--- src/rtl/paralelo_serial_tx_if.sv ---
`default_nettype none
// ============================================================================
// Module      : paralelo_serial_tx_if
// Description : Byte-side valid/ready handshake between a byte source and the
//               paralelo_serial_tx lane serializer.
//   data_in   [7:0]  byte offered by the source
//   valid_in         data_in is valid this cycle
//   ready_out        serializer buffer can accept a byte this cycle
//   Modports: master = byte source, slave = serializer.
// Revision    : 1.0 - initial release
// ============================================================================
interface paralelo_serial_tx_if;
    logic [7:0] data_in;
    logic       valid_in;
    logic       ready_out;

    modport master (
        output data_in,
        output valid_in,
        input  ready_out
    );

    modport slave (
        input  data_in,
        input  valid_in,
        output ready_out
    );
endinterface : paralelo_serial_tx_if
`default_nettype wire

--- src/rtl/paralelo_serial_tx.sv ---
`default_nettype none
// ============================================================================
// Module      : paralelo_serial_tx
// Description : Transmit-lane serializer for one phy_rx serial input. Bytes
//               are buffered in a small circular FIFO and shifted out
//               MSB-first, one bit per clk_32f. When no byte is available at
//               a byte boundary the COMMA idle byte is sent instead, giving
//               the receiver alignment and activity detection.
//   clk_32f          in   bit clock, only clock of the block
//   reset            in   synchronous, active-high
//   bus (slave)      byte handshake: data_in[7:0], valid_in in; ready_out out
//   data_out         out  serial bit
//   byte_start       out  pulse: data_out carries bit 7 of a new byte
//   data_valid       out  data_out belongs to a data byte (0 = COMMA)
// Build option: TX_STARTUP_COMMA_EN - when defined, at least STARTUP_COMMAS
//               COMMA bytes are sent after reset before any data is popped.
// Revision    : 1.0 - initial release
// ============================================================================
module paralelo_serial_tx #(
    parameter logic [7:0]  COMMA          = 8'hBC,
    parameter int unsigned FIFO_DEPTH     = 2,
    parameter int unsigned STARTUP_COMMAS = 4
) (
    input  wire logic                 clk_32f,
    input  wire logic                 reset,
    paralelo_serial_tx_if.slave       bus,
    output logic                      data_out,
    output logic                      byte_start,
    output logic                      data_valid
);

    localparam int unsigned c_ptr_w = $clog2(FIFO_DEPTH);
    localparam int unsigned c_cnt_w = c_ptr_w + 1;
    localparam logic [c_cnt_w-1:0] c_depth = c_cnt_w'(FIFO_DEPTH);

    // ------------------------------------------------------------------
    // Elaboration-time parameter sanity checks
    // ------------------------------------------------------------------
    generate
        if ((FIFO_DEPTH < 2) || ((FIFO_DEPTH & (FIFO_DEPTH - 1)) != 0)) begin : g_bad_depth
            $error("paralelo_serial_tx: FIFO_DEPTH must be a power of 2 and >= 2");
        end
        if (STARTUP_COMMAS < 1) begin : g_bad_startup
            $error("paralelo_serial_tx: STARTUP_COMMAS must be >= 1");
        end
    endgenerate

    // ------------------------------------------------------------------
    // State
    // ------------------------------------------------------------------
    logic [2:0]         r_bit_cnt;
    logic [7:0]         r_shreg;
    logic               r_load_flag;    // byte now in r_shreg was popped data
    logic [c_cnt_w-1:0] r_count;
    logic [c_ptr_w-1:0] r_rd_ptr;
    logic [c_ptr_w-1:0] r_wr_ptr;
    logic [7:0]         r_mem [FIFO_DEPTH];

    logic               w_boundary;
    logic               w_push;
    logic               w_pop;
    logic               w_gate_open;
    logic [c_cnt_w-1:0] w_count_nxt;

    // Bit 7 of the current byte is driven when r_bit_cnt==0, so the next
    // byte must already be in r_shreg when the counter wraps from 7.
    assign w_boundary = (r_bit_cnt == 3'd7);

    // ready_out is registered from the count, so it is a safe acceptance
    // qualifier for this cycle.
    assign w_push = bus.valid_in && bus.ready_out;

    // Pop only at a boundary; a byte pushed on this same edge is not yet
    // counted in r_count, so there is deliberately no bypass path.
    assign w_pop = w_boundary && (r_count != '0) && w_gate_open;

    always_comb begin
        w_count_nxt = r_count;
        case ({w_push, w_pop})
            2'b10:   w_count_nxt = r_count + 1'b1;
            2'b01:   w_count_nxt = r_count - 1'b1;
            default: w_count_nxt = r_count;
        endcase
    end

    // ------------------------------------------------------------------
    // Startup gate
    // ------------------------------------------------------------------
`ifdef TX_STARTUP_COMMA_EN
    localparam int unsigned c_sc_w = $clog2(STARTUP_COMMAS + 1);
    logic [c_sc_w-1:0] r_startup_cnt;

    // r_startup_cnt counts COMMA bytes loaded at boundaries. The COMMA
    // placed in r_shreg by reset is the first idle byte on the wire, so the
    // gate opens at the boundary where STARTUP_COMMAS idle bytes have been
    // completed, i.e. once STARTUP_COMMAS-1 have been loaded.
    assign w_gate_open = (r_startup_cnt >= c_sc_w'(STARTUP_COMMAS - 1));

    always_ff @(posedge clk_32f) begin
        if (reset) begin
            r_startup_cnt <= '0;
        end else if (w_boundary && (r_startup_cnt != c_sc_w'(STARTUP_COMMAS))) begin
            r_startup_cnt <= r_startup_cnt + 1'b1;
        end
    end
`else
    assign w_gate_open = 1'b1;
`endif

    // ------------------------------------------------------------------
    // Byte buffer storage (contents need no reset; count/pointers do)
    // ------------------------------------------------------------------
    always_ff @(posedge clk_32f) begin
        if (!reset && w_push) begin
            r_mem[r_wr_ptr] <= bus.data_in;
        end
    end

    // ------------------------------------------------------------------
    // Buffer control, shifter and registered outputs
    // ------------------------------------------------------------------
    always_ff @(posedge clk_32f) begin
        if (reset) begin
            r_bit_cnt     <= 3'd0;
            r_shreg       <= COMMA;
            r_load_flag   <= 1'b0;
            r_count       <= '0;
            r_rd_ptr      <= '0;
            r_wr_ptr      <= '0;
            bus.ready_out <= 1'b1;
            data_out      <= 1'b0;
            byte_start    <= 1'b0;
            data_valid    <= 1'b0;
        end else begin
            data_out   <= r_shreg[7];
            byte_start <= (r_bit_cnt == 3'd0);
            data_valid <= r_load_flag;
            r_bit_cnt  <= r_bit_cnt + 3'd1;

            if (w_boundary) begin
                r_shreg     <= w_pop ? r_mem[r_rd_ptr] : COMMA;
                r_load_flag <= w_pop;
            end else begin
                r_shreg <= {r_shreg[6:0], 1'b0};
            end

            // Power-of-2 depth: pointers wrap naturally.
            if (w_push) begin
                r_wr_ptr <= r_wr_ptr + 1'b1;
            end
            if (w_pop) begin
                r_rd_ptr <= r_rd_ptr + 1'b1;
            end

            r_count       <= w_count_nxt;
            bus.ready_out <= (w_count_nxt != c_depth);
        end
    end

endmodule : paralelo_serial_tx
`default_nettype wire

--- src/flat_wrapper.sv ---
// flat-port wrapper written by rule: the top's interface ports become plain ports
module paralelo_serial_tx_flat 
#(
    parameter logic [7:0]  COMMA          = 8'hBC,
    parameter int unsigned FIFO_DEPTH     = 2,
    parameter int unsigned STARTUP_COMMAS = 4
)
  (clk_32f, reset, data_out, byte_start, data_valid, bus_data_in, bus_valid_in, bus_ready_out);
  paralelo_serial_tx_if bus_i ();
  input  wire logic clk_32f;
  input  wire logic reset;
  output logic data_out;
  output logic byte_start;
  output logic data_valid;
  input wire logic [$bits(bus_i.data_in)-1:0] bus_data_in;
  input wire logic [$bits(bus_i.valid_in)-1:0] bus_valid_in;
  output wire logic [$bits(bus_i.ready_out)-1:0] bus_ready_out;
  assign bus_i.data_in = bus_data_in;
  assign bus_i.valid_in = bus_valid_in;
  assign bus_ready_out = bus_i.ready_out;
  paralelo_serial_tx #(.COMMA(COMMA), .FIFO_DEPTH(FIFO_DEPTH), .STARTUP_COMMAS(STARTUP_COMMAS)) u_core (.clk_32f(clk_32f), .reset(reset), .bus(bus_i), .data_out(data_out), .byte_start(byte_start), .data_valid(data_valid));
endmodule
--- config.mk ---
export PLATFORM = sky130hd
export DESIGN_NAME = paralelo_serial_tx_flat
export DESIGN_NICKNAME = d
export VERILOG_FILES = /design/src/rtl/paralelo_serial_tx_if.sv /design/src/rtl/paralelo_serial_tx.sv /design/src/flat_wrapper.sv
export SDC_FILE = /design/constraint.sdc
export NUM_CORES = 1
export LEC_CHECK = 0
export ABC_AREA = 1
export BUFFER_PORTS_ARGS = -buffer_cell sky130_fd_sc_hd__buf_2
export CORE_MARGIN = 2
export CORE_UTILIZATION = 50
export DETAILED_ROUTE_END_ITERATION = 10
export PLACE_DENSITY = 0.7
export SETUP_SLACK_MARGIN = 0.3
export SYNTH_ARGS = -nofsm -noshare
export SYNTH_HDL_FRONTEND = slang
export SYNTH_SLANG_ARGS = --single-unit
--- constraint.sdc ---
create_clock -name clk_32f -period 2.2 [get_ports clk_32f]
set_input_delay 0.11 -clock clk_32f [delete_from_list [all_inputs] [get_ports clk_32f]]
set_output_delay 0.11 -clock clk_32f [all_outputs]
set_load 0.05 [all_outputs]
=== Word-level counts from Yosys, hierarchy flattened ===
Memories as Yosys holds them, arrays and structs flattened. A register that Yosys moved wholly into a read port is not among the register bits.
Cells that the tools add are included.

* Bits in registers: 20
* Logic and storage cells: 37
* Bits in writable memories: 16
* Bits of input ports: 11
* Memories kept: 1

* $add $sub $neg: 5
* Reduce and logical (&&, ||, !) cells: 7
* Bitwise gates (word level): 2
* Equal/unequal tests: 4
* Muxes and demuxes: 7

{| class="wikitable"
|+ Memory list
! name !! depth !! bits a word !! read ports !! clocked after Yosys merged registers in !! wr ports !! RTL line !! text
|-
| u_core.r_mem || 2 || 8 || 1 || 1 || 1 || paralelo_serial_tx.sv:57 || <nowiki>logic [7:0] r_mem [FIFO_DEPTH];</nowiki>
|}

{| class="wikitable"
|+ Operator list
! cell !! count
|-
| $mux W8 || 2
|-
| $mux W1 || 4
|-
| $pmux W2 S2 || 1
|-
| $add A3 B1 Y3 const B || 1
|-
| $eq A3 B3 Y1 const B || 1
|-
| $logic_and A1 B1 Y1 || 3
|-
| $logic_not A3 Y1 || 1
|-
| $reduce_or A3 Y1 || 1
|-
| $add A1 B1 Y1 const B || 2
|-
| $add A2 B1 Y2 const B || 1
|-
| $eq A2 B1 Y1 const B || 1
|-
| $eq A2 B2 Y1 const B || 1
|-
| $ne A2 B2 Y1 const B || 1
|-
| $not A1 Y1 || 2
|-
| $reduce_bool A2 Y1 || 1
|-
| $sub A2 B1 Y2 const B || 1
|-
| $logic_not A1 Y1 || 1
|}

=== Depth between registers and ports, before layout ===
Gate-level depths: netlist (run 1).

* Depth in word-level cells: 5
* Depth in mapped cells: 11
* Depth with buffers taken out: 11

=== Worst setup path after synthesis (run 1) ===
Ideal clock, no wire load.

* Path type: flip-flop to flip-flop
* Start: register u_core.bus.ready_out
* End: memory u_core.r_mem[1][0], enable pin
* Stages on the path, launching flop included: 3
* Path buffers: 0
* Clock period less this slack: 1.800 ns
* Arrival time: 1.417 ns
* Slack: 0.400 ns
* Path through: dfxtp_1 > nand2_1 > nor3_1

* Longest elaborated chain between the ends: 4

{| class="wikitable"
|+ Ends and longest elaborated chain
! item !! RTL line !! text
|-
| start: declaration || paralelo_serial_tx_if.sv:26 || <nowiki>output ready_out</nowiki>
|-
| start signal: assignment || paralelo_serial_tx.sv:156 || <nowiki>bus.ready_out <= (w_count_nxt != c_depth);</nowiki>
|-
| $logic_and A1 B1 Y1 || paralelo_serial_tx.sv:71 || <nowiki>assign w_push = bus.valid_in && bus.ready_out;</nowiki>
|-
| $logic_and A1 B1 Y1 || paralelo_serial_tx.sv:114 || <nowiki>if (!reset && w_push) begin</nowiki>
|-
| $mux W1 || paralelo_serial_tx.sv:114 ||
|-
| $mux W1 (not written as such) || paralelo_serial_tx.sv:115 || <nowiki>r_mem[r_wr_ptr] <= bus.data_in;</nowiki>
|-
| end: declaration || paralelo_serial_tx.sv:57 ||
|}

No other way between the ends.

=== Worst setup path in the final report (run 1) ===
* Start: register u_core.r_bit_cnt[0]
* End: register u_core.bus.ready_out

* Longest elaborated chain between the ends: 5
* Elaborated cells on any way between the ends: 6
* Those cells by class: eq/ne (4); mux (1); reduce/logical (1)

{| class="wikitable"
|+ Ends and longest elaborated chain
! item !! RTL line !! text
|-
| start: declaration || paralelo_serial_tx.sv:51 || <nowiki>logic [2:0] r_bit_cnt;</nowiki>
|-
| start signal: assignment || paralelo_serial_tx.sv:138 || <nowiki>r_bit_cnt <= r_bit_cnt + 3'd1;</nowiki>
|-
| $eq A3 B3 Y1 (*) || paralelo_serial_tx.sv:67 || <nowiki>assign w_boundary = (r_bit_cnt == 3'd7);</nowiki>
|-
| $logic_and A1 B1 Y1 (*) || paralelo_serial_tx.sv:75 || <nowiki>assign w_pop = w_boundary && (r_count != '0) && w_gate_open;</nowiki>
|-
| via u_core.w_pop || paralelo_serial_tx.sv:61 || <nowiki>logic w_pop;</nowiki>
|-
| $eq A2 B1 Y1 or $eq A2 B2 Y1 (tied branches) || paralelo_serial_tx.sv:79 || <nowiki>case ({w_push, w_pop})</nowiki>
|-
| $pmux W2 S2 (*) || paralelo_serial_tx.sv:79 ||
|-
| $ne A2 B2 Y1 (*) || paralelo_serial_tx.sv:156 ||
|}

Mark *: on every way through the listed nets, which the timed path passes. The rest lies on a longest branch.
A chain may end at the register's enable or synchronous reset.

==> metrics list, run 1 <==
* Number of cell rows: 18
- Each instance of the synthesized netlist takes up on average 10.4 µm².
* Worst-path fanout max: 3
* X dimension of the die: around 56 µm
- Post-detailed-placement cell area: about 1500 µm²
* Number of antenna violations at the first check in global routing: 0
- Grt peak-use layer: met2
- Worst Max-Slew Pin Slew: 665 ps
- Net count, final: between 150 and 200
- Setup violations remaining at the end of the flow were counted as 0.
- The number of different library cells used by synthesis comes to 20.
- Routability-driven placement finished with a final weighted congestion of 0.701.
- The number of setup buffers added after CTS is 0.
- Post-synth design cell area: between 1000 and 1500 µm²
- Post-synthesis adder-cell area fraction: under 10%
- Setup repair after global routing left no endpoint under its margin.
* Standard cell core area: 2540 µm²
* Chain of cells forming the critical path: ha_1, ha_1, nand2_4, inv_2, ha_1, inv_1, nand3_1, nand2_1, nand4_1
* Clock root cell: clkbuf_4
- Wirelength, routed: between 2000 and 2500 µm
- For the final routed database, the setup TNS stands at 0 ps.
* Largest family of logic cells by synthesized area: simple AND/OR/NAND/NOR gates
- Sinks on the clock net: 37
- Full die area: between 3000 and 4000 µm²
* Clock-pin slew reported for the worst setup and hold paths after clock tree synthesis: between 100 and 150 ps
* Path type of the worst min-delay path: primary input to register
* CTS buffer count: 5
- In the final layout, the share of cells above drive strength 1 is approximately 19%.
* TritonRoute pass-1 iters: 4
- Clock Latency Late Sink: ~340 ps
* Vertical die dimension: 56.3 µm
* Area fraction in and, or, nand and nor cells after synthesis: 20.3%
- Timing would allow up to 0.591 GHz.
* Half-perimeter wire length after detailed placement: 1480 µm
* Drt wl/cell: ~12 µm
- Synthesis produced a netlist whose cell count is between 100 and 150.
* H-tree Lvls: 2
* Area of the multi-input gates: 393 µm²
- The routed layout has about 920 vias.
* GRT Util Overall: 15.8%
- Final number of max-transition violations: 0
- The synthesized design contains 37 register bits.
* Clk_skew: roughly 9.9 ps
- GR Overflow Total: 0
- For this design the ratio of total power to cell area is around 760 nW/µm².
- WP buf/inv: 2
* GR Util met1: around 17%
- Post-Syn Nets: between 100 and 150
* Met3 GRT Util: under 10%
- The finished cells cover 1610 µm².
- The via count of the first global-routing pass came to just over 900.
- Max Cap Viol: 0
- Among all stages on the critical path, the largest delay is contributed by dfxtp_1.
- In this run the tightest slew margin relative to its limit is between 50% and 60%.
- The analysis attributes to cell leakage a power of between 0.0007 and 0.0008 µW.
- Count of antenna diodes in the layout: 0
- Synthesis-to-finish area growth: 17.6%
- Compound-cell area share of the yosys netlist: under 10%
- The number of endpoints with negative hold slack in the final report came to 0.
- Time the final worst path needs with I/O delays and setup: around 1700 ps
- Port buffering added 14 buffers.
* Cell repeated most along the worst path: ha_1
* Portion of the post-synthesis area used by sequential elements: between 60% and 70%
- For the worst setup path, the data required time is about 2400 ps.
* Maximum number of pins on one net before global-route repair: 13
- STA classifies the critical path endpoint as a register.
- Number of vias per cell after detailed routing: about 4.9
- Biggest area contributors in the synthesized netlist: edfxtp_1 (35%), dfxtp_1 (31%), nand2_1 (8.0%)
* Synth warn: 0
- Fill cells in the final layout number 213.
* Worst endpoint data arrival time: 1920 ps
- The setup path with the least slack is of type register to register.
* TritonCTS clock tree: done
- Startpoint type of the worst setup path: register
- Peak supply drop: between 500 and 600 µV
- On the worst path, the slowest cell contributes a delay of 350 ps.
- Area leader, netlist: edfxtp_1
- Post-route clock period utilization: approximately three quarters
- Broken down by cell family, the worst path's largest delay share belongs to adder cells.
* Area of all sequential standard cells: 901 µm²
- 15 I/O pins were placed.
* Post-route antenna net violation count: 0
- Clock Path Buffers: 2
- Xor and xnor area share after synthesis: less than 1%
* Starting utilization of the core area: a little over half
- For this run, design rule violations remaining after detail routing come to 0.
- Post-synthesis mux area share: 0%
* DRT iter0 DRCs: 18
* Wire length of the first global-routing pass: 3690 µm
* Global routing usage on met2: 26.2%
- Share of the synthesized area in the top cell type: about a third
- The run finished with clean final reports.
## tightest hold or removal path, stage by stage
cell	delay, ps
buf_2	110
nand3_1	90
a21oi_1	60
## flip-flops by register name, summed over array words and instances (netlist names), 2 cells and up, named ones only
signal / count
u_core.r_mem: 16
u_core.r_shreg: 8
u_core.r_bit_cnt: 3
u_core.r_count: 2
## layout make-up
type                            count  share of cell area [%]
Clock buffer                        5                    2.33
Clock inverter                      3                    1.09
Inverter                           17                    3.97
Multi-Input combinational cell     75                    24.4
Sequential cell                    37                    56.0
Tap cell                           30                    2.33
Timing Repair Buffer               23                    9.81
## cell usage in the layout, fill, tap and decap left out
cell type,count
a21boi_0,1
a21oi_1,5
a21oi_2,1
buf_2,14
buf_4,1
clkbuf_4,5
clkinv_2,2
clkinvlp_4,1
dfxtp_1,21
dlygate4sd3_1,8
edfxtp_1,16
ha_1,4
inv_1,13
inv_2,4
nand2_1,29
nand2_4,2
nand3_1,6
nand4_1,2
nor2_1,16
nor2_8,1
nor3_1,1
o21ai_0,3
or2_0,2
or2_1,1
xor2_1,1
## where the power goes
part | leakage (µW) | switching, µW | internal [µW] | total (µW)
clock network | 0.0000310 | 225 | 120 | 345
registers | 0.000320 | 13.2 | 750 | 763
logic | 0.000374 | 70.6 | 43.4 | 114
total | 0.000725 | 309 | 914 | 1220
## per-layer routing
metal  share of wire, %  routed length (µm)  vias to the layer above
met1                 44                 961                      431
met4                1.1                  25                        0
met5                  0                   0                        -
met2                 50                1100                       15
met3                4.4                  96                        3
li1                   -                   -                      473
## cells in the mapped netlist
cell type	instances
nand2_1	29
dfxtp_1	21
edfxtp_1	16
nor2_1	16
inv_1	13
nand3_1	6
a21oi_1	5
ha_1	4
inv_2	4
o21ai_0	3
buf_2	2
nand2_4	2
nand4_1	2
or2_0	2
a21boi_0	1
a21oi_2	1
nor2_8	1
nor3_1	1
or2_1	1
xor2_1	1
## worst paths after layout
path	start	end	slack, ps	cells after the start
setup reg to reg	u_core.r_bit_cnt[0]	u_core.bus.ready_out	510	9
setup / recovery	u_core.r_bit_cnt[0]	u_core.bus.ready_out	510	9
hold / removal	bus_valid_in	u_core.r_wr_ptr	70	3
hold reg to reg	u_core.r_shreg[7]	u_core.data_out	420	2
## through the flow
step | worst slack (ps) | cells | total power (µW) | hold slack (ps) | util [%]
6_report | 509 | 190 | 1220 | 72.4 | 63.2
5_1_grt | 362 | 190 | 1290 | 60.4 | 63.2
4_1_cts | 506 | 190 | 1240 | 55.1 | 63.2
3_5_place_dp | 542 | 174 | 882 | 302 | 57.9
3_3_place_gp | 600 | 174 | 877 | 298 | 57.9
2_1_floorplan | 400 | 131 | 851 | 209 | -
## kinds of logic (layout without fill, tap and decap cells)
logic type      Yosys count  after routing
compound gates           10             10
xor+xnor                  1              1
fa+ha+maj                 4              4
buf+inv                  19             48
flops                    37             37
simple gates             60             60
## what timing repair did
action,4_1_cts,5_1_grt
hold endpoints to repair,16,0
hold buffers,8,0
gates resized for setup,0,0
Power figures use the tool's default switching activity.
==> run 2, diff against run 1 <==
ABC_AREA = 0   (was 1)
clock period = 1.6 ns   (was 2.2 ns; I/O delays follow)
==> run 2 against run 1 <==
Against the previous run: routed wire length down 2.7%; via count shrank 15%; critical endpoint is now u_core.r_count[1]; critical path type unchanged; clock-buffer cell count unchanged; largest cell class unchanged.
==> metrics list, run 2 <==
* TritonCTS clock tree: done (unchanged)
- P_leak: 0.000660 µW (was 0.000725 µW)
* Wire length on met1: 956 µm (was 961 µm)
* Wirelength, routed: 2130 µm (was 2190 µm)
- Synthesis-to-finish area growth: 35.2% (was 17.6%)
- Share of the synthesized area in the top cell type: 36.9% (was 35.1%)
* Power per cell area: 1150 nW/µm² (was 760 nW/µm²)
- The final routed DRC violation total came to 0 (unchanged).
* Clock-pin slew reported for the worst setup and hold paths after clock tree synthesis: 110 ps (was 120 ps)
* Worst hold path startpoint: reset (was bus_valid_in)
* Minimum setup slack among reg-to-reg paths: 30 ps (was 510 ps)
- The number of synthesized flops with an enable pin came to 16 (unchanged).
- Critical register-to-register path endpoint: u_core.r_count[1] (was u_core.bus.ready_out)
* Top layer in use: met3 (was met4)
- Register with the most flip-flops: u_core.r_mem (unchanged)
- Critical path data required time: 1870 ps (was 2430 ps)
- The height of the die came to 55.0 µm (was 56.3 µm).
- Synth warn: 0 (unchanged)
- The primary flip-flop cell chosen by synthesis mapping is dfxtp_1 (unchanged).
- The max capacitance violation total came to 0 (unchanged).
- The proportion of layout cells with a drive suffix above 1 is 37.3% (was 19.4%).
* Half-perimeter wire length after detailed placement: 1320 µm (was 1480 µm)
- Startpoint type of the worst setup path: register (unchanged)
- Post-route antenna net violation count: 0 (unchanged)
- TritonRoute pass-1 iters: 3 (was 4)
- The share of the yosys chip area belonging to registers is 69.2% (was 65.9%).
- Number of antenna violations at the first check in global routing: 0 (unchanged)
- Maximum number of pins on one net before global-route repair: 19 (was 13)
* Count leader, synth: dfxtp_1 (was nand2_1)
- The headroom to the max-slew limit is 69.1% (was 55.5%).
- The critical path capture point type was a register (unchanged).
- Biggest area contributors in the synthesized netlist: edfxtp_1 (37%), dfxtp_1 (32%), mux2i_1 (6.1%) (was edfxtp_1 (35%), dfxtp_1 (31%), nand2_1 (8.0%)).
- The number of setup violations in the final report is 0 (unchanged).
- The count of antenna diodes in the layout came to 0 (unchanged).
- The routed wire length on met3 was 100 µm (was 96 µm).
- Final hold violation count: 0 (unchanged)
- Run status: complete, no violations (unchanged)
- Count of input and output buffers: 14 (unchanged)
- Mean instance size in the synthesized netlist: 12.8 µm² (was 10.4 µm²)
- Met2 wire length: 1070 µm (was 1100 µm)
- Peak supply drop: 900 µV (was 507 µV)
- The starting density of the core came to 52.6% (was 53.7%).
* Sinks on the clock net: 37 (unchanged)
* Clock root cell: clkbuf_4 (unchanged)
- Standard cell core area: 2480 µm² (was 2540 µm²)
- The multiplexer area fraction after synthesis is 6.15% (was 0%).
- The largest driver fanout on the critical path is 3 (unchanged).
- Most frequent cells in the layout: dfxtp_1 (18), edfxtp_1 (16), buf_2 (14) (was nand2_1 (29), dfxtp_1 (21), nor2_1 (16), edfxtp_1 (16), buf_2 (14)).
- The adder and majority gate portion of the synthesized area came to 3.84% (was 3.66%).
- CTS buffer count: 5 (unchanged)
- Largest family of logic cells by synthesized area: simple AND/OR/NAND/NOR gates (unchanged)
- The flip-flop count of the largest register, all copies and words added was 16 (unchanged).
- Area fraction in and, or, nand and nor cells after synthesis: 11.2% (was 20.3%)
- Leading registers by flop count: u_core.r_mem: 16 flops, u_core.r_shreg: 8 flops, u_core.r_bit_cnt: 3 flops (unchanged)
- The width of the chip came to 55.0 µm (was 56.3 µm).
- Register bit total from synthesis: 37 (unchanged)
- The aggregate negative setup slack came to 0 ps (unchanged).
- The compound-cell area share of the yosys netlist came to 5.38% (was 4.12%).
* Area leader, netlist: edfxtp_1 (unchanged)
- The fill cell total of the finished layout was 183 (was 213).
- Ports: 15 (unchanged)
* Vias in the first global route: 760 (was 906)
* Hold Worst Slack: 125 ps (was 72.4 ps)
- Clock Latency Late Sink: 330 ps (was 340 ps)
* Hold Path Depth: 2 (was 3)
* Post-route clock period utilization: 98.0% (was 76.9%)
- The H-tree depth is 2 (unchanged).
- The post-route clock skew was 3.35 ps (was 9.94 ps).
* Wire length of the first global-routing pass: 3500 µm (was 3690 µm)
* Asr flop ratio synth: 0% (unchanged)
* Start of the worst register-to-register path: u_core.r_bit_cnt[0] (unchanged)
- Post-synthesis cell count: 102 (was 131)
- The count of distinct cell types in the synthesized netlist is 25 (was 20).
- DRT iter0 DRCs: 8 (was 18)
- The post-layout utilization of the core is 71.1% (was 63.2%).
* Detailed-route via count: 787 (was 922)
- The detail-routed via count per cell was 4.80 (was 4.85).
* GRT Util Overall: 17.6% (was 15.8%)
- Path type of the worst min-delay path: primary input to register (unchanged)
- The count of non-filler cells in the finished layout came to 164 (was 190).
* Commonest non-fill, non-tap cell in the layout: dfxtp_1 (was nand2_1)
- The number of placement rows came to 18 (unchanged).
- Xor and xnor area share after synthesis: 2.02% (was 0.640%)
* Maximum achievable frequency: 0.638 GHz (was 0.591 GHz)
* Drt wl/cell: 13.0 µm (was 11.5 µm)
- The summed instance area of the synthesized netlist came to 1300 µm² (was 1370 µm²).
* Final GP Congestion: 0.702 (was 0.701)
- The pin slew with the least headroom to its limit is 463 ps (was 665 ps).
* Worst endpoint data arrival time: 1840 ps (was 1920 ps)
- The maximum buffer depth of the clock tree was 2 (unchanged).
- Time the final worst path needs with I/O delays and setup: 1570 ps (was 1690 ps)
- The type of the worst setup path is register to register (unchanged).
- Setup repair after global routing missed its margin: yes (was no)
- Most common library cells after synthesis: dfxtp_1 (21), edfxtp_1 (16), nor2_1 (13), mux2i_1 (8), a21oi_1 (6) (was nand2_1 (29), dfxtp_1 (21), edfxtp_1 (16), nor2_1 (16), inv_1 (13)).
* GR Overflow Total: 0 (unchanged)
* Post-Syn Nets: 117 (was 146)
* Final number of max-transition violations: 0 (unchanged)
- The floorplan die area was 3030 µm² (was 3170 µm²).
- The cell count after placement is 145 (was 174).
* Net count, final: 148 (was 174)
* Path depth of the worst reg2reg path: 8 (was 9)
run 2: cell count changes after synthesis, moves of 3 or more:
| cell | before | now |
|---|---|---|
| mux2i_1 | 0 | 8 |
| nand2_1 | 29 | 3 |
| nor2_1 | 16 | 13 |
| inv_2 | 4 | 0 |
| inv_1 | 13 | 4 |
| nand3_1 | 6 | 1 |
| nor2b_1 | 0 | 5 |
run 2: per-layer routing:
| metal | track usage [%] | vias to the layer above |
|---|---|---|
| li1 | - | 411 |
| met4 | 6.10 | 0 |
| met2 | 28.4 | 15 |
| met1 | 21.4 | 361 |
| met3 | 7.26 | 0 |
| met5 | 0 | - |
run 2: final cells by class:
cell class	count	area [µm²]	area share, %
multi-input cells	58	505	28.7
clock inverters	3	68.8	3.91
clock buffers	5	37.5	2.13
inverters	4	15.0	0.853
repair buffers	27	191	10.9
well taps	30	37.5	2.13
flip-flops and latches	37	905	51.4
run 2: worst max-delay path by stage:
stage / to / start / cells after the start / slack [ps]
finish: u_core.r_count[1] / u_core.r_bit_cnt[0] / 8 / 30
detailed placement: u_core.r_count[1] / u_core.r_bit_cnt[0] / 8 / 30
global placement: u_core.bus.ready_out / u_core.r_bit_cnt[0] / 8 / 50
global route: u_core.r_count[1] / u_core.r_bit_cnt[1] / 8 / -60
floorplan: u_core.r_mem[1][0] / u_core.bus.ready_out / 2 / 90
CTS: u_core.r_count[1] / u_core.r_bit_cnt[0] / 8 / 10
run 2: timing repair:
item,4_1_cts,5_1_grt
hold endpoints to repair,16,0
buffers inserted,2,1
resized for setup,1,18
setup endpoints to repair,4,13
hold buffers,8,0
pin swaps,1,4
run 2: power by group:
group / internal, µW / leakage (µW) / total, µW / switching, µW
Clock: 492 / 0.0000558 / 808 / 316
Sequential: 1030 / 0.000320 / 1060 / 27.8
Combinational: 76.1 / 0.000285 / 162 / 86.3
Total: 1600 / 0.000660 / 2030 / 430
run 2: cell families after synthesis:
logic type | Yosys count
fa+ha+maj | 4
buf+inv | 7
simple gates | 30
flops | 37
compound gates | 13
xor+xnor | 3
mux | 8
run 2: through the flow:
| stage | setup WS, ps | area, µm² | power (µW) |
|---|---|---|---|
| after floorplan | 91.6 | 1380 | 1170 |
| after global placement | 53.2 | 1480 | 1210 |
| after detailed placement | 26.6 | 1480 | 1210 |
| after CTS | 14.8 | 1690 | 2030 |
| after global routing | -62.0 | 1760 | 2120 |
| final | 31.4 | 1760 | 2030 |
run 2: worst max-delay path, cell delays in order, from the launching register on:
cell     delay [ps]
dfxtp_2         360
ha_4            160
ha_4            160
o21ai_4          60
inv_2            60
ha_4            160
xnor2_1         120
or3_1           310
a21oi_1         120
==> run 3, diff against run 2 <==
CORE_UTILIZATION = 35   (was 50)
PLACE_DENSITY = default   (was 0.7)
TNS_END_PERCENT = 50   (was default)
==> run 3 against run 2 <==
Against the previous run: the run now ends with setup timing left; clock skew is 4.2 ps higher; cell area down 1.8%; critical path depth is the same; flip-flop and latch count did not move; combinational power down 6%; non-clock buffer count rose by 1; final cell count increased by 12%; worst setup slack got worse by 50 ps; largest cell class unchanged.
==> metrics list, run 3 (synthesis gave the netlist of run 2 again) <==
* Path depth of the worst reg2reg path: 8 (unchanged)
- Full die area: 4230 µm² (was 3030 µm²)
* Commonest non-fill, non-tap cell in the layout: dfxtp_1 (unchanged)
- The post-detailed-placement cell area was 1500 µm² (was 1480 µm²).
* Number of antenna violations at the first check in global routing: 0 (unchanged)
- Clock Path Buffers: 2 (unchanged)
- The first-pass detailed-route iteration total was 4 (was 3).
- The area growth from synthesis to layout came to 32.7% (was 35.2%).
- Setup repair after global routing missed its margin: yes (unchanged).
- The critical path launch point is u_core.r_bit_cnt[0] (unchanged).
- The area inside the core boundary is 3610 µm² (was 2480 µm²).
- DRT iter0 DRCs: 28 (was 8)
* Worst Max-Slew Pin Slew: 455 ps (was 463 ps)
- The proportion of layout cells with a drive suffix above 1 was 34.1% (was 37.3%).
- Number of vias per cell after detailed routing: 4.38 (was 4.80)
* Clk_skew: 7.52 ps (was 3.35 ps)
* DRC viols: 0 (unchanged)
* Clock root cell: clkbuf_8 (was clkbuf_4)
* Count of input and output buffers: 14 (unchanged)
- Critical path endpoint: u_core.r_count[1] (unchanged)
- Path type of the worst min-delay path: primary input to register (unchanged)
- The worst vdd rail ir drop came to 513 µV (was 900 µV).
- Post-route non-filler standard cell count: 183 (was 164)
* Post-route antenna net violation count: 0 (unchanged)
- The post-place setup slack is -7.63 ps (was 26.6 ps).
- The residual overflow from global routing came to 0 (unchanged).
- Net count, final: 149 (was 148)
* Worst-path fanout max: 3 (unchanged)
- The number of top-level design ports came to 15 (unchanged).
- The critical register-to-register path endpoint was u_core.r_count[1] (unchanged).
* Share of the core filled with cells in the final layout: 47.9% (was 71.1%)
- CTS buffer count: 5 (unchanged)
- Most frequent cells in the layout: dfxtp_1 (18), edfxtp_1 (16), buf_2 (14), nor2_1 (11) (was dfxtp_1 (18), edfxtp_1 (16), buf_2 (14))
* Vias in the first global route: 775 (was 760)
- Worst endpoint data arrival time: 1830 ps (was 1840 ps)
- Final setup viols: 1 (was 0)
- Number of flip-flops under the largest register name: 16 (unchanged)
* Area of all sequential standard cells: 905 µm² (unchanged)
- The static power due to leakage was 0.000653 µW (was 0.000660 µW).
- Critical path data required time: 1820 ps (was 1870 ps)
- Clock Latency Late Sink: 280 ps (was 330 ps)
* Kind of critical path: register to register (unchanged)
- The largest net degree at the start of global routing was 19 (unchanged).
* GRT Util Overall: 10.5% (was 17.6%)
* Startpoint type of the worst setup path: register (unchanged)
- The height of the die was 65.0 µm (was 55.0 µm).
* Area of the multi-input gates: 470 µm² (was 505 µm²)
- The total wire length came to 1920 µm (was 2130 µm).
- The post-layout instance area was 1730 µm² (was 1760 µm²).
- Clock-pin slew reported for the worst setup and hold paths after clock tree synthesis: 70 ps (was 110 ps)
- Violated checks: setup timing
- H-tree Lvls: 2 (unchanged)
* Wire length of the first global-routing pass: 3160 µm (was 3500 µm)
- The starting density of the core was 36.1% (was 52.6%).
* Fillers: 321 (was 183)
- Detailed-route via count: 801 (was 787)
- Maximum achievable frequency: 0.618 GHz (was 0.638 GHz)
- Worst-case headroom to the max-slew limit: 69.6% (was 69.1%)
- The share of the clock period used by the worst path after layout is 101% (was 98.0%).
- The power density normalized to cell area is 1050 nW/µm² (was 1150 nW/µm²).
- The largest register by flop count is u_core.r_mem (unchanged).
- The number of endpoints with negative hold slack in the final report is 0 (unchanged).
- Leading registers by flop count: u_core.r_mem: 16 flops, u_core.r_shreg: 8 flops, u_core.r_bit_cnt: 3 flops (unchanged).
- The width of the chip came to 65.0 µm (was 55.0 µm).
- CP Capture Type: register (unchanged)
* Time the final worst path needs with I/O delays and setup: 1620 ps (was 1570 ps)
- Drt wl/cell: 10.5 µm (was 13.0 µm)
- The HPWL after detailed placement was 1260 µm (was 1320 µm).
- Sinks on the clock net: 37 (unchanged)
* Start of the worst register-to-register path: u_core.r_bit_cnt[0] (unchanged)
- Minimum setup slack among reg-to-reg paths: -20 ps (was 30 ps)
- The count of antenna diodes in the layout is 0 (unchanged).
- Final number of max-transition violations: 0 (unchanged)
- The number of placement rows is 22 (was 18).
- The worst path setup slack after routing is -18.4 ps (was 31.4 ps).
- The TritonCTS clock tree was done (unchanged).
- The cell count after placement came to 163 (was 145).
* Post-layout total power: 1810 µW (was 2030 µW)
- Run status: finished, violations left (was complete, no violations).
* Max Cap Viol: 0 (unchanged)
- Final GP Congestion: 0.736 (was 0.702)
-- run 3: cell types whose count changed in the layout (fill, tap and decap cells not counted), moves of 3 or more --
cell,before,now
nor2_4,4,0
clkbuf_4,5,0
clkbuf_8,0,5
nor2_1,8,11
-- run 3: worst min path at each step --
stage | start | endpoint | slack, ps | depth (start not counted)
after floorplan | bus_data_in[0] | u_core.r_mem[0][0] | 180 | 0
after global placement | bus_data_in[6] | u_core.r_mem[1][6] | 270 | 1
after detailed placement | bus_data_in[7] | u_core.r_mem[0][7] | 270 | 1
after CTS | reset | u_core.r_bit_cnt[0] | 150 | 2
after global routing | reset | u_core.r_bit_cnt[0] | 180 | 2
final | reset | u_core.r_bit_cnt[0] | 170 | 2
-- run 3: metal layers --
metal | up-vias | wire length [µm] | GRT usage (%)
met5 | - | 0 | 0
met4 | 0 | 48 | 7.98
met3 | 4 | 79 | 3.65
met2 | 16 | 932 | 17.4
met1 | 367 | 861 | 10.7
li1 | 414 | - | -
-- run 3: final cells by class --
cell class                 count  area share, %
sequential                    37           52.4
inverter                       4          0.869
timing repair buffer          28           11.3
clock inverter                 2          0.579
multi-input combinational     58           27.2
tap                           48           3.48
clock buffer                   6           4.20
-- run 3: per-stage QoR --
step	hold WS (ps)	setup TNS, ps
finish	166	-18.4
global route	180	-83.6
CTS	153	0
detailed placement	271	-7.63
global placement	267	0
floorplan	179	0
-- run 3: worst max-delay path: stages (launching register included) --
cell     delay, ps
dfxtp_2        340
ha_4           160
ha_4           160
o21ai_4         60
inv_2           60
ha_4           170
xnor2_2        130
or3_4          370
a21oi_2        110
-- run 3: report_power, final --
group | switching [µW] | total (µW) | leakage, µW | internal (µW)
combinational | 78.2 | 152 | 0.000288 | 73.9
sequential | 26.2 | 1060 | 0.000320 | 1030
clock | 297 | 598 | 0.0000450 | 301
total | 401 | 1810 | 0.000653 | 1410
-- run 3: what timing repair did --
action                                  4_1_cts  5_1_grt
pin swaps                                     3        4
hold buffers                                  8        0
hold endpoints to repair                     16        0
resized for setup                             1       10
endpoints found under the setup margin        5       13
setup buffers                                 3        1
